### src/rtl/yantar_pkg.sv
// yantar_pkg: shared constants, types and port-lookup helper for the read-port scheduler
package yantar_pkg;
    localparam int YANTAR_NINS = 5;
    localparam int YANTAR_NRD  = 7;
    localparam int YANTAR_AW   = 6;

    typedef logic [YANTAR_AW-1:0] reg_addr_t;
    typedef logic [2:0]           port_idx_t;

    // Returns {found, port}: a port already carrying addr wins, else the lowest free port
    function automatic logic [3:0] find_port(
        input logic [YANTAR_NRD-1:0]      occ,
        input reg_addr_t [YANTAR_NRD-1:0] addr,
        input reg_addr_t                  a
    );
        logic      hit;
        logic      ok;
        port_idx_t p;
        hit = 1'b0;
        ok  = 1'b0;
        p   = '0;
        for (int i = YANTAR_NRD - 1; i >= 0; i--) begin
            if (occ[i] && addr[i] == a) begin
                hit = 1'b1;
                p   = port_idx_t'(i);
            end
        end
        if (!hit) begin
            for (int i = YANTAR_NRD - 1; i >= 0; i--) begin
                if (!occ[i]) begin
                    ok = 1'b1;
                    p  = port_idx_t'(i);
                end
            end
        end
        return {hit || ok, p};
    endfunction
endpackage

### src/rtl/yantar_rdport_sched_if.sv
// yantar_rdport_sched_if: decode-group handshake and register-file read-port bundle
interface yantar_rdport_sched_if;
    import yantar_pkg::*;

    logic                                       stall;
    logic                                       grp_valid;
    logic [YANTAR_NINS-1:0]                     grp_ins_valid;
    reg_addr_t [YANTAR_NINS-1:0]                grp_rA;
    reg_addr_t [YANTAR_NINS-1:0]                grp_rB;
    logic [YANTAR_NINS-1:0]                     grp_rA_use;
    logic [YANTAR_NINS-1:0]                     grp_rB_use;
    logic                                       grp_ready;
    reg_addr_t [YANTAR_NRD-1:0]                 rd_addr;
    logic [YANTAR_NRD-1:0]                      rd_en;
    port_idx_t [YANTAR_NINS-1:0][1:0]           src_port;
    logic [YANTAR_NINS-1:0]                     iss_valid;
    logic                                       busy;

    modport master (
        output stall, grp_valid, grp_ins_valid, grp_rA, grp_rB, grp_rA_use, grp_rB_use,
        input  grp_ready, rd_addr, rd_en, src_port, iss_valid, busy
    );

    modport slave (
        input  stall, grp_valid, grp_ins_valid, grp_rA, grp_rB, grp_rA_use, grp_rB_use,
        output grp_ready, rd_addr, rd_en, src_port, iss_valid, busy
    );
endinterface

### src/rtl/yantar_rdport_alloc_slot.sv
// yantar_rdport_alloc_slot: one combinational step of the in-order read-port packing chain
module yantar_rdport_alloc_slot
    import yantar_pkg::*;
(
    input  logic [YANTAR_NRD-1:0]      i_occ,
    input  reg_addr_t [YANTAR_NRD-1:0] i_addr,
    input  logic                       i_blk,
    input  logic                       i_pend,
    input  reg_addr_t                  i_ra,
    input  reg_addr_t                  i_rb,
    input  logic                       i_ua,
    input  logic                       i_ub,
    output logic [YANTAR_NRD-1:0]      o_occ,
    output reg_addr_t [YANTAR_NRD-1:0] o_addr,
    output port_idx_t [1:0]            o_src,
    output logic                       o_iss,
    output logic                       o_blk
);
    logic [3:0]                 w_fa;
    logic [3:0]                 w_fb;
    logic [YANTAR_NRD-1:0]      w_occ_a;
    reg_addr_t [YANTAR_NRD-1:0] w_addr_a;
    logic                       w_fit;

    // Place A then B (B may share A's port); commit only if both fit and nothing earlier blocked
    always_comb begin
        w_fa = find_port(i_occ, i_addr, i_ra);
        w_occ_a = i_occ;
        w_addr_a = i_addr;
        if (i_ua) begin
            w_occ_a[w_fa[2:0]] = 1'b1;
            w_addr_a[w_fa[2:0]] = i_ra;
        end
        w_fb = find_port(w_occ_a, w_addr_a, i_rb);
        w_fit = (!i_ua || w_fa[3]) && (!i_ub || w_fb[3]);
        o_iss = i_pend && !i_blk && w_fit;
        o_blk = i_blk || (i_pend && !w_fit);
        o_occ = i_occ;
        o_addr = i_addr;
        o_src = '0;
        if (o_iss) begin
            o_occ = w_occ_a;
            o_addr = w_addr_a;
            if (i_ub) begin
                o_occ[w_fb[2:0]] = 1'b1;
                o_addr[w_fb[2:0]] = i_rb;
            end
            o_src[0] = i_ua ? w_fa[2:0] : '0;
            o_src[1] = i_ub ? w_fb[2:0] : '0;
        end
    end
endmodule

### src/rtl/yantar_rdport_sched.sv
// yantar_rdport_sched: packs a held decode group onto the register-file read ports, splitting across cycles
module yantar_rdport_sched
    import yantar_pkg::*;
(
    input  logic                 clk,
    input  logic                 rst,
    yantar_rdport_sched_if.slave bus
);
    localparam int NINS = YANTAR_NINS;
    localparam int NRD  = YANTAR_NRD;

    logic [NINS-1:0]     r_pend;
    logic [NINS-1:0]     r_ua;
    logic [NINS-1:0]     r_ub;
    reg_addr_t [NINS-1:0] r_ra;
    reg_addr_t [NINS-1:0] r_rb;

    logic [NRD-1:0]      w_occ1, w_occ2, w_occ3, w_occ4, w_occ5;
    reg_addr_t [NRD-1:0] w_addr1, w_addr2, w_addr3, w_addr4, w_addr5;
    logic                w_blk1, w_blk2, w_blk3, w_blk4, w_blk5;
    logic                w_take;

    assign w_take = bus.grp_valid && bus.grp_ready && !bus.stall;

    // A blocked slot is exactly the case where pending slots survive this round
    assign bus.grp_ready = !bus.stall && !w_blk5;
    assign bus.busy      = |r_pend;
    assign bus.rd_en     = w_occ5;
    assign bus.rd_addr   = w_addr5;

    yantar_rdport_alloc_slot u_slot0 (
        .i_occ('0), .i_addr('0), .i_blk(1'b0),
        .i_pend(r_pend[0]), .i_ra(r_ra[0]), .i_rb(r_rb[0]), .i_ua(r_ua[0]), .i_ub(r_ub[0]),
        .o_occ(w_occ1), .o_addr(w_addr1), .o_src(bus.src_port[0]), .o_iss(bus.iss_valid[0]), .o_blk(w_blk1)
    );
    yantar_rdport_alloc_slot u_slot1 (
        .i_occ(w_occ1), .i_addr(w_addr1), .i_blk(w_blk1),
        .i_pend(r_pend[1]), .i_ra(r_ra[1]), .i_rb(r_rb[1]), .i_ua(r_ua[1]), .i_ub(r_ub[1]),
        .o_occ(w_occ2), .o_addr(w_addr2), .o_src(bus.src_port[1]), .o_iss(bus.iss_valid[1]), .o_blk(w_blk2)
    );
    yantar_rdport_alloc_slot u_slot2 (
        .i_occ(w_occ2), .i_addr(w_addr2), .i_blk(w_blk2),
        .i_pend(r_pend[2]), .i_ra(r_ra[2]), .i_rb(r_rb[2]), .i_ua(r_ua[2]), .i_ub(r_ub[2]),
        .o_occ(w_occ3), .o_addr(w_addr3), .o_src(bus.src_port[2]), .o_iss(bus.iss_valid[2]), .o_blk(w_blk3)
    );
    yantar_rdport_alloc_slot u_slot3 (
        .i_occ(w_occ3), .i_addr(w_addr3), .i_blk(w_blk3),
        .i_pend(r_pend[3]), .i_ra(r_ra[3]), .i_rb(r_rb[3]), .i_ua(r_ua[3]), .i_ub(r_ub[3]),
        .o_occ(w_occ4), .o_addr(w_addr4), .o_src(bus.src_port[3]), .o_iss(bus.iss_valid[3]), .o_blk(w_blk4)
    );
    yantar_rdport_alloc_slot u_slot4 (
        .i_occ(w_occ4), .i_addr(w_addr4), .i_blk(w_blk4),
        .i_pend(r_pend[4]), .i_ra(r_ra[4]), .i_rb(r_rb[4]), .i_ua(r_ua[4]), .i_ub(r_ub[4]),
        .o_occ(w_occ5), .o_addr(w_addr5), .o_src(bus.src_port[4]), .o_iss(bus.iss_valid[4]), .o_blk(w_blk5)
    );

    // Capture a new group when ready, otherwise retire issued slots unless stalled
    always_ff @(posedge clk) begin
        if (rst) begin
            r_pend <= '0;
            r_ua <= '0;
            r_ub <= '0;
            r_ra <= '0;
            r_rb <= '0;
        end else if (w_take) begin
            r_pend <= bus.grp_ins_valid;
            r_ua <= bus.grp_rA_use;
            r_ub <= bus.grp_rB_use;
            r_ra <= bus.grp_rA;
            r_rb <= bus.grp_rB;
        end else if (!bus.stall) begin
            r_pend <= r_pend & ~bus.iss_valid;
        end
    end
endmodule
### src/flat_wrapper.sv
// flat-port wrapper written by rule: the top's interface ports become plain ports
module yantar_rdport_sched_flat import yantar_pkg::*;
  (clk, rst, bus_stall, bus_grp_valid, bus_grp_ins_valid, bus_grp_rA, bus_grp_rB, bus_grp_rA_use, bus_grp_rB_use, bus_grp_ready, bus_rd_addr, bus_rd_en, bus_src_port, bus_iss_valid, bus_busy);
  yantar_rdport_sched_if bus_i ();
  input  logic clk;
  input  logic rst;
  input wire logic [$bits(bus_i.stall)-1:0] bus_stall;
  input wire logic [$bits(bus_i.grp_valid)-1:0] bus_grp_valid;
  input wire logic [$bits(bus_i.grp_ins_valid)-1:0] bus_grp_ins_valid;
  input wire logic [$bits(bus_i.grp_rA)-1:0] bus_grp_rA;
  input wire logic [$bits(bus_i.grp_rB)-1:0] bus_grp_rB;
  input wire logic [$bits(bus_i.grp_rA_use)-1:0] bus_grp_rA_use;
  input wire logic [$bits(bus_i.grp_rB_use)-1:0] bus_grp_rB_use;
  output wire logic [$bits(bus_i.grp_ready)-1:0] bus_grp_ready;
  output wire logic [$bits(bus_i.rd_addr)-1:0] bus_rd_addr;
  output wire logic [$bits(bus_i.rd_en)-1:0] bus_rd_en;
  output wire logic [$bits(bus_i.src_port)-1:0] bus_src_port;
  output wire logic [$bits(bus_i.iss_valid)-1:0] bus_iss_valid;
  output wire logic [$bits(bus_i.busy)-1:0] bus_busy;
  assign bus_i.stall = bus_stall;
  assign bus_i.grp_valid = bus_grp_valid;
  assign bus_i.grp_ins_valid = bus_grp_ins_valid;
  assign bus_i.grp_rA = bus_grp_rA;
  assign bus_i.grp_rB = bus_grp_rB;
  assign bus_i.grp_rA_use = bus_grp_rA_use;
  assign bus_i.grp_rB_use = bus_grp_rB_use;
  assign bus_grp_ready = bus_i.grp_ready;
  assign bus_rd_addr = bus_i.rd_addr;
  assign bus_rd_en = bus_i.rd_en;
  assign bus_src_port = bus_i.src_port;
  assign bus_iss_valid = bus_i.iss_valid;
  assign bus_busy = bus_i.busy;
  yantar_rdport_sched u_core (.clk(clk), .rst(rst), .bus(bus_i));
endmodule
### config.mk
export PLATFORM = sky130hd
export DESIGN_NAME = yantar_rdport_sched_flat
export DESIGN_NICKNAME = d
export VERILOG_FILES = /design/src/rtl/yantar_pkg.sv /design/src/rtl/yantar_rdport_sched_if.sv /design/src/rtl/yantar_rdport_alloc_slot.sv /design/src/rtl/yantar_rdport_sched.sv /design/src/flat_wrapper.sv
export SDC_FILE = /design/constraint.sdc
export NUM_CORES = 1
export LEC_CHECK = 0
export BUFFER_PORTS_ARGS = -buffer_cell sky130_fd_sc_hd__buf_2
export CORE_AREA = 4 4 171 239
export CTS_CLUSTER_DIAMETER = 100
export DETAILED_ROUTE_END_ITERATION = 8
export DIE_AREA = 0 0 175 243
export GPL_TIMING_DRIVEN = 0
export SLEW_MARGIN = 20
export SYNTH_ARGS = -nofsm -noshare
export SYNTH_HDL_FRONTEND = slang
export SYNTH_SLANG_ARGS = --single-unit
### constraint.sdc
create_clock -name clk -period 26.7 [get_ports clk]
set_clock_uncertainty 0.15 [all_clocks]
set_input_delay 2.67 -clock clk [delete_from_list [all_inputs] [get_ports clk]]
set_output_delay 2.67 -clock clk [all_outputs]
set_load 0.03 [all_outputs]
==> impl_metrics.env, run 1 <==
export IMPL_synth_seq_area_share_pct=8.89
export IMPL_place_gp_congestion=1.07
export IMPL_max_cap_violations=0
export IMPL_switchingPower_mw=0.198
export IMPL_worstSkewPairLatency_ps=360
export IMPL_intPower_mw=0.250
export IMPL_power_density_nw_per_um2=23.9
export IMPL_rows=85
export IMPL_worstPathMaxFanout=10
export IMPL_finalNonFillerCells=3149
export IMPL_drtIter0Drc=2307
export IMPL_vias_per_cell=7.08
export IMPL_clock_sinks=75
export IMPL_maxSlewViolCount=0
export IMPL_rr_startpoint="u_core.r_ra[11]"
export IMPL_postCtsHoldBufs=0
export IMPL_antenna_found_initial=4
export IMPL_clockPowerShare_pct=29.9
export IMPL_ctsResizeCount=0
export IMPL_cp_startpoint="u_core.r_ra[11]"
export IMPL_yosys_warnings=0
export IMPL_seqPwrFrac_pct=27.6
export IMPL_worst_r2r_endpoint="u_core.r_ra[14]"
export IMPL_area_growth_synth_to_final_pct=10.8
export IMPL_start_util_pct=43.9
export IMPL_r2r_cells=51
export IMPL_core_area_um2=38500
export IMPL_tritoncts="built"
export IMPL_finalHoldViolCount=0
export IMPL_ant_nets=0
export IMPL_ir_drop_v=0.0000277
export IMPL_synth_ff_type="dfxtp_1"
export IMPL_grtUsageTotal_pct=44.7
export IMPL_num_io_pins=165
export IMPL_crit_arrival_ps=19270
export IMPL_drcViolationCount=0
export IMPL_die_h_um=243
export IMPL_worst_ep_required_time_ps=23880
export IMPL_clock_path_buffers=2
export IMPL_synth_cell_types=131
export IMPL_chipWidth_um=175
export IMPL_hold_path_class="flop to flop"
export IMPL_routed_wl_um=100000
export IMPL_p_leak_nw=7.27
export IMPL_ctsRootBufferMaster="clkbuf_16"
export IMPL_post_synth_main_area_contributors="mux2i_1 (11%), dfxtp_1 (8.9%), xnor2_1 (7.6%)"
export IMPL_cts_max_level=3
export IMPL_rrSetupSlack_ps=7910
export IMPL_synthArstFlopShare_pct=0
export IMPL_setup_viol=0
export IMPL_cpMaxStageDelayCell="a2111oi_2"
export IMPL_maxSlewHeadroom_pct=15.3
export IMPL_dieArea_um2=42500
export IMPL_fill_cells=4127
export IMPL_synthTopCellsByCount="nor2_1 (286), nand2_1 (228), mux2i_1 (178)"
export IMPL_switching_share_pct=44.2
export IMPL_yosysMostFrequentCell="nor2_1"
export IMPL_syn_area_per_cell_um2=6.91
export IMPL_detail_route_wl_per_cell_um=31.9
export IMPL_period_needed_ps=22090
export IMPL_cp_slowest_stage_delay_ps=1050
export IMPL_grt_ovfl_total=0
export IMPL_place_hpwl_um=79100
export IMPL_yosys_area_top_type="mux2i_1"
export IMPL_syn_inst=2446
export IMPL_portBuffers=156
export IMPL_synth_edf_count=0
export IMPL_tns_ps=0
export IMPL_ys_seq_elements=75
export IMPL_crit_end="bus_rd_addr[0]"
export IMPL_tightest_slew_ps=1260
export IMPL_clk_pin_slew_worst_paths_ps=70
export IMPL_end_kind="output port"
export IMPL_comb_power_share_pct=42.4
export IMPL_fin_crit_sh_pct=82.7
export IMPL_synth_top_area_share_pct=10.5
export IMPL_final_layout_size_suffix_gt1_share_pct=14.6
export IMPL_vias=22300
export IMPL_grt_pass1_vias=21500
export IMPL_rsz0062_at_grt="no"
export IMPL_path_class="flop to output port"
export IMPL_timing_fmax_mhz=45.3
export IMPL_grt_start_max_net_pins=17
export IMPL_dr_pass1_iters=9
export IMPL_status="finished clean"
export IMPL_cts_buffers=9
export IMPL_worstSetupStartpointType="flop"
export IMPL_synth_area_um2=16900
export IMPL_post_cts_setup_buffers=0
export IMPL_place_inst=3130
export IMPL_grt_pass1_wl_um=143000
export IMPL_nets=2698
==> flip-flops by register name, summed over array words and instances (netlist names) <==
| register | cells |
|---|---|
| u_core.r_ub | 5 |
| u_core.r_ua | 5 |
| u_core.r_ra | 30 |
| u_core.r_pend | 5 |
| u_core.r_rb | 30 |
==> worst min-delay path by stage <==
stage                      from                to  cells after the start
6_report       u_core.r_pend[4]  u_core.r_pend[4]                      2
3_5_place_dp   u_core.r_pend[4]  u_core.r_pend[4]                      2
5_1_grt        u_core.r_pend[4]  u_core.r_pend[4]                      2
4_1_cts        u_core.r_pend[4]  u_core.r_pend[4]                      2
2_1_floorplan  u_core.r_pend[4]  u_core.r_pend[4]                      2
3_3_place_gp   u_core.r_pend[4]  u_core.r_pend[4]                      2
==> area by class of cell <==
cell class	count	area [µm²]	area share (%)
antenna	3	7.51	0.0401
buffer	233	1050	5.62
clock buffer	9	225	1.20
clock inverter	7	90.1	0.481
inverter	85	319	1.70
multi-input combinational	2059	14100	75.3
sequential	75	1500	8.02
tap	522	653	3.49
timing repair buffer	156	781	4.17
==> cells by family (layout without fill, tap and decap cells) <==
kind of cell	count (synthesis)	count (layout)	synth area share (%)
AND/OR/NAND/NOR	917	917	26.8
AO/OA/AOI/OAI	739	739	33.9
buffers and inverters	318	490	8.11
multiplexers	204	204	12.3
XOR/XNOR	192	192	10.0
flip-flops	75	75	8.89
other	1	10	0.0222
==> worst max-delay path: cells and delay by family, from the launching register on <==
kind / cells / cell delay [ps]
DFF: 1 / 310
AOI/OAI and AO/OA: 25 / 10920
buffers and inverters: 10 / 2730
xor gates and xnor gates: 1 / 230
muxes: 3 / 970
and+or+nand+nor: 13 / 3710
==> power groups by stage <==
stage	clock, mW	combinational (mW)	sequential (mW)
6_report	0.134	0.190	0.124
5_1_grt	0.138	0.196	0.124
4_1_cts	0.133	0.181	0.123
3_5_place_dp	0	0.180	0.126
3_3_place_gp	0	0.179	0.126
2_1_floorplan	0	0.117	0.123
==> layer usage <==
layer / up-vias / wire length, µm / global-route usage (%)
met5: - / 19 / 0
met4: 2 / 13900 / 47.1
met3: 707 / 9250 / 9.96
met2: 1769 / 45700 / 74.6
met1: 10300 / 31500 / 43.8
li1: 9487 / - / -
==> metrics by stage <==
stage | hold WS [ps] | cell area [µm²] | worst slack (ps) | util, % | power, mW
global route | 402 | 18700 | 4210 | 48.6 | 0.457
finish | 390 | 18700 | 4610 | 48.6 | 0.447
floorplan | 323 | 16900 | 9940 | - | 0.240
CTS | 381 | 18700 | 5200 | 48.5 | 0.437
detailed placement | 372 | 18400 | 5620 | 47.7 | 0.306
global placement | 359 | 18400 | 5510 | 47.7 | 0.304
==> cell usage in the layout, fill, tap and decap left out, drive strengths merged, types with 32 or more instances in the layout <==
master	n
a21oi	111
a22oi	32
and2	35
buf	249
clkbuf	149
dfxtp	75
inv	79
mux2i	178
nand2	229
nand3	76
nor2	288
nor3	67
nor4	34
o2111ai	34
o211ai	38
o21ai	130
o22ai	41
xnor2	148
xor2	44
(Power assumes the default switching activity.)
==> run 2, diff against run 1 <==
==> constraint.sdc (replaced) <==
create_clock -name clk -period 19.5 [get_ports clk]
set_clock_uncertainty 0.15 [all_clocks]
set_input_delay 1.95 -clock clk [delete_from_list [all_inputs] [get_ports clk]]
set_output_delay 1.95 -clock clk [all_outputs]
set_load 0.03 [all_outputs]
==> impl_metrics.env, run 2 (synthesis gave the netlist of run 1 again) <==
export IMPL_drtIter0Drc=2515
export IMPL_grt_pass1_wl_um=144000
export IMPL_cp_slowest_stage_delay_ps=630
export IMPL_final_cell_mix="nor2_1 (285), nand2_1 (227), buf_2 (200)"
export IMPL_vias=22400
export IMPL_maxSlewViolCount=0
export IMPL_worstSkewPairLatency_ps=360
export IMPL_postCtsHoldBufs=0
export IMPL_max_cap_violations=0
export IMPL_clk_pin_slew_worst_paths_ps=70
export IMPL_place_inst=3130
export IMPL_grtUsageTotal_pct=44.9
export IMPL_fin_util_pct=49.6
export IMPL_hold_path_class="flop to flop"
export IMPL_reg_largest_list="u_core.r_ra: 30 flops, u_core.r_rb: 30 flops"
export IMPL_holdWs_ps=397
export IMPL_tightest_slew_ps=1140
export IMPL_area_growth_synth_to_final_pct=12.9
export IMPL_path_common_cell="buf_2"
export IMPL_worstPathMaxFanout=10
export IMPL_routed_wl_um=101000
export IMPL_place_hpwl_um=79100
export IMPL_detail_route_wl_per_cell_um=31.8
export IMPL_setup_viol=0
export IMPL_fill_cells=4123
export IMPL_cts_buffers=9
export IMPL_ir_drop_v=0.0000382
export IMPL_period_needed_ps=19130
export IMPL_num_io_pins=165
export IMPL_chipWidth_um=175
export IMPL_worstSetupStartpointType="flop"
export IMPL_design_area_um2=19100
export IMPL_antenna_found_initial=4
export IMPL_nets=2717
export IMPL_portBuffers=156
export IMPL_finalHoldViolCount=0
export IMPL_worst_ep_required_time_ps=17400
export IMPL_place_gp_congestion=1.07
export IMPL_ctsRootBufferMaster="clkbuf_16"
export IMPL_core_area_um2=38500
export IMPL_ant_nets=0
export IMPL_timing_fmax_mhz=52.3
export IMPL_maxSlewHeadroom_pct=24.1
export IMPL_drcViolationCount=0
export IMPL_cp_startpoint="u_core.r_pend[0]"
export IMPL_tritoncts="built"
export IMPL_rr_startpoint="u_core.r_pend[0]"
export IMPL_rrSetupSlack_ps=3030
export IMPL_power_density_nw_per_um2=32.4
export IMPL_p_leak_nw=7.44
export IMPL_dr_pass1_iters=8
export IMPL_end_kind="output port"
export IMPL_finalPower_mw=0.617
export IMPL_clock_sinks=75
export IMPL_grt_pass1_vias=21500
export IMPL_final_layout_size_suffix_gt1_share_pct=16.3
export IMPL_crit_arrival_ps=17030
export IMPL_die_h_um=243
export IMPL_dieArea_um2=42500
export IMPL_grt_ovfl_total=0
export IMPL_start_util_pct=43.9
export IMPL_r2r_cells=52
export IMPL_place_area_um2=18400
export IMPL_finalNonFillerCells=3169
export IMPL_path_class="flop to output port"
export IMPL_fin_crit_sh_pct=98.1
export IMPL_rows=85
export IMPL_worst_r2r_endpoint="u_core.r_ra[12]"
export IMPL_layout_cells_most_common="nor2_1"
export IMPL_clock_path_buffers=2
export IMPL_status="finished clean"
export IMPL_crit_end="bus_rd_addr[0]"
export IMPL_cpMaxStageDelayCell="or4_1"
export IMPL_vias_per_cell=7.06
export IMPL_grt_start_max_net_pins=17
export IMPL_cts_max_level=3
[run 2: changes by cell type in the layout (fill, tap and decap cells not counted), sizes merged]
cell,delta
buf,+22
clkbuf,-3
diode,+1
[run 2: how the worst min path moves through the flow]
| stage | end | cells past startpoint | startpoint | slack, ps |
|---|---|---|---|---|
| 2_1_floorplan | u_core.r_pend[4] | 2 | u_core.r_pend[4] | 320 |
| 3_3_place_gp | u_core.r_pend[4] | 2 | u_core.r_pend[4] | 360 |
| 3_5_place_dp | u_core.r_pend[4] | 2 | u_core.r_pend[4] | 370 |
| 4_1_cts | u_core.r_pend[4] | 2 | u_core.r_pend[4] | 380 |
| 5_1_grt | u_core.r_pend[4] | 2 | u_core.r_pend[4] | 400 |
| 6_report | u_core.r_pend[4] | 2 | u_core.r_pend[4] | 400 |
[run 2: layout make-up]
cell class / instances / area [µm²] / area share (%)
Inverter: 85 / 319 / 1.67
Timing Repair Buffer: 178 / 946 / 4.96
Clock buffer: 9 / 225 / 1.18
Clock inverter: 7 / 90.1 / 0.472
Multi-Input combinational cell: 2059 / 14300 / 74.9
Antenna cell: 4 / 10.0 / 0.0525
Sequential cell: 75 / 1500 / 7.87
Tap cell: 522 / 653 / 3.42
Buffer: 230 / 1050 / 5.49
[run 2: report_power, final]
part           switching (mW)  internal, mW  leakage, nW
clock network          0.0809         0.103        0.156
registers             0.00933         0.160        0.614
logic                   0.184        0.0803         6.67
[run 2: stage by stage]
stage	worst slack, ps	setup TNS (ps)
after global routing	-103	-331
after CTS	14.5	0
after detailed placement	-858	-35480
final	368	0
after floorplan	3460	0
after global placement	-966	-43390
[run 2: timing repair]
| item | in CTS | in global routing |
|---|---|---|
| cloned | 0 | 0 |
| pin swaps | 4 | 10 |
| buffers inserted | 5 | 17 |
| setup endpoints to repair | 57 | 57 |
| gates resized for setup | 15 | 32 |
[run 2: critical path, delay by kind of cell (launching register included)]
kind / cells / cell delay, ps
compound gates: 27 / 8730
flops: 1 / 490
simple gates: 13 / 3950
mux: 1 / 230
xor+xnor: 1 / 160
buf+inv: 13 / 3050
[run 2: routing by layer]
| metal | GRT usage (%) | up-vias | wire (µm) |
|---|---|---|---|
| met1 | 44.5 | 10400 | 31700 |
| met2 | 74.7 | 1735 | 45800 |
| met5 | 0 | - | 0 |
| met3 | 9.73 | 735 | 9380 |
| li1 | - | 9504 | - |
| met4 | 46.9 | 0 | 13900 |
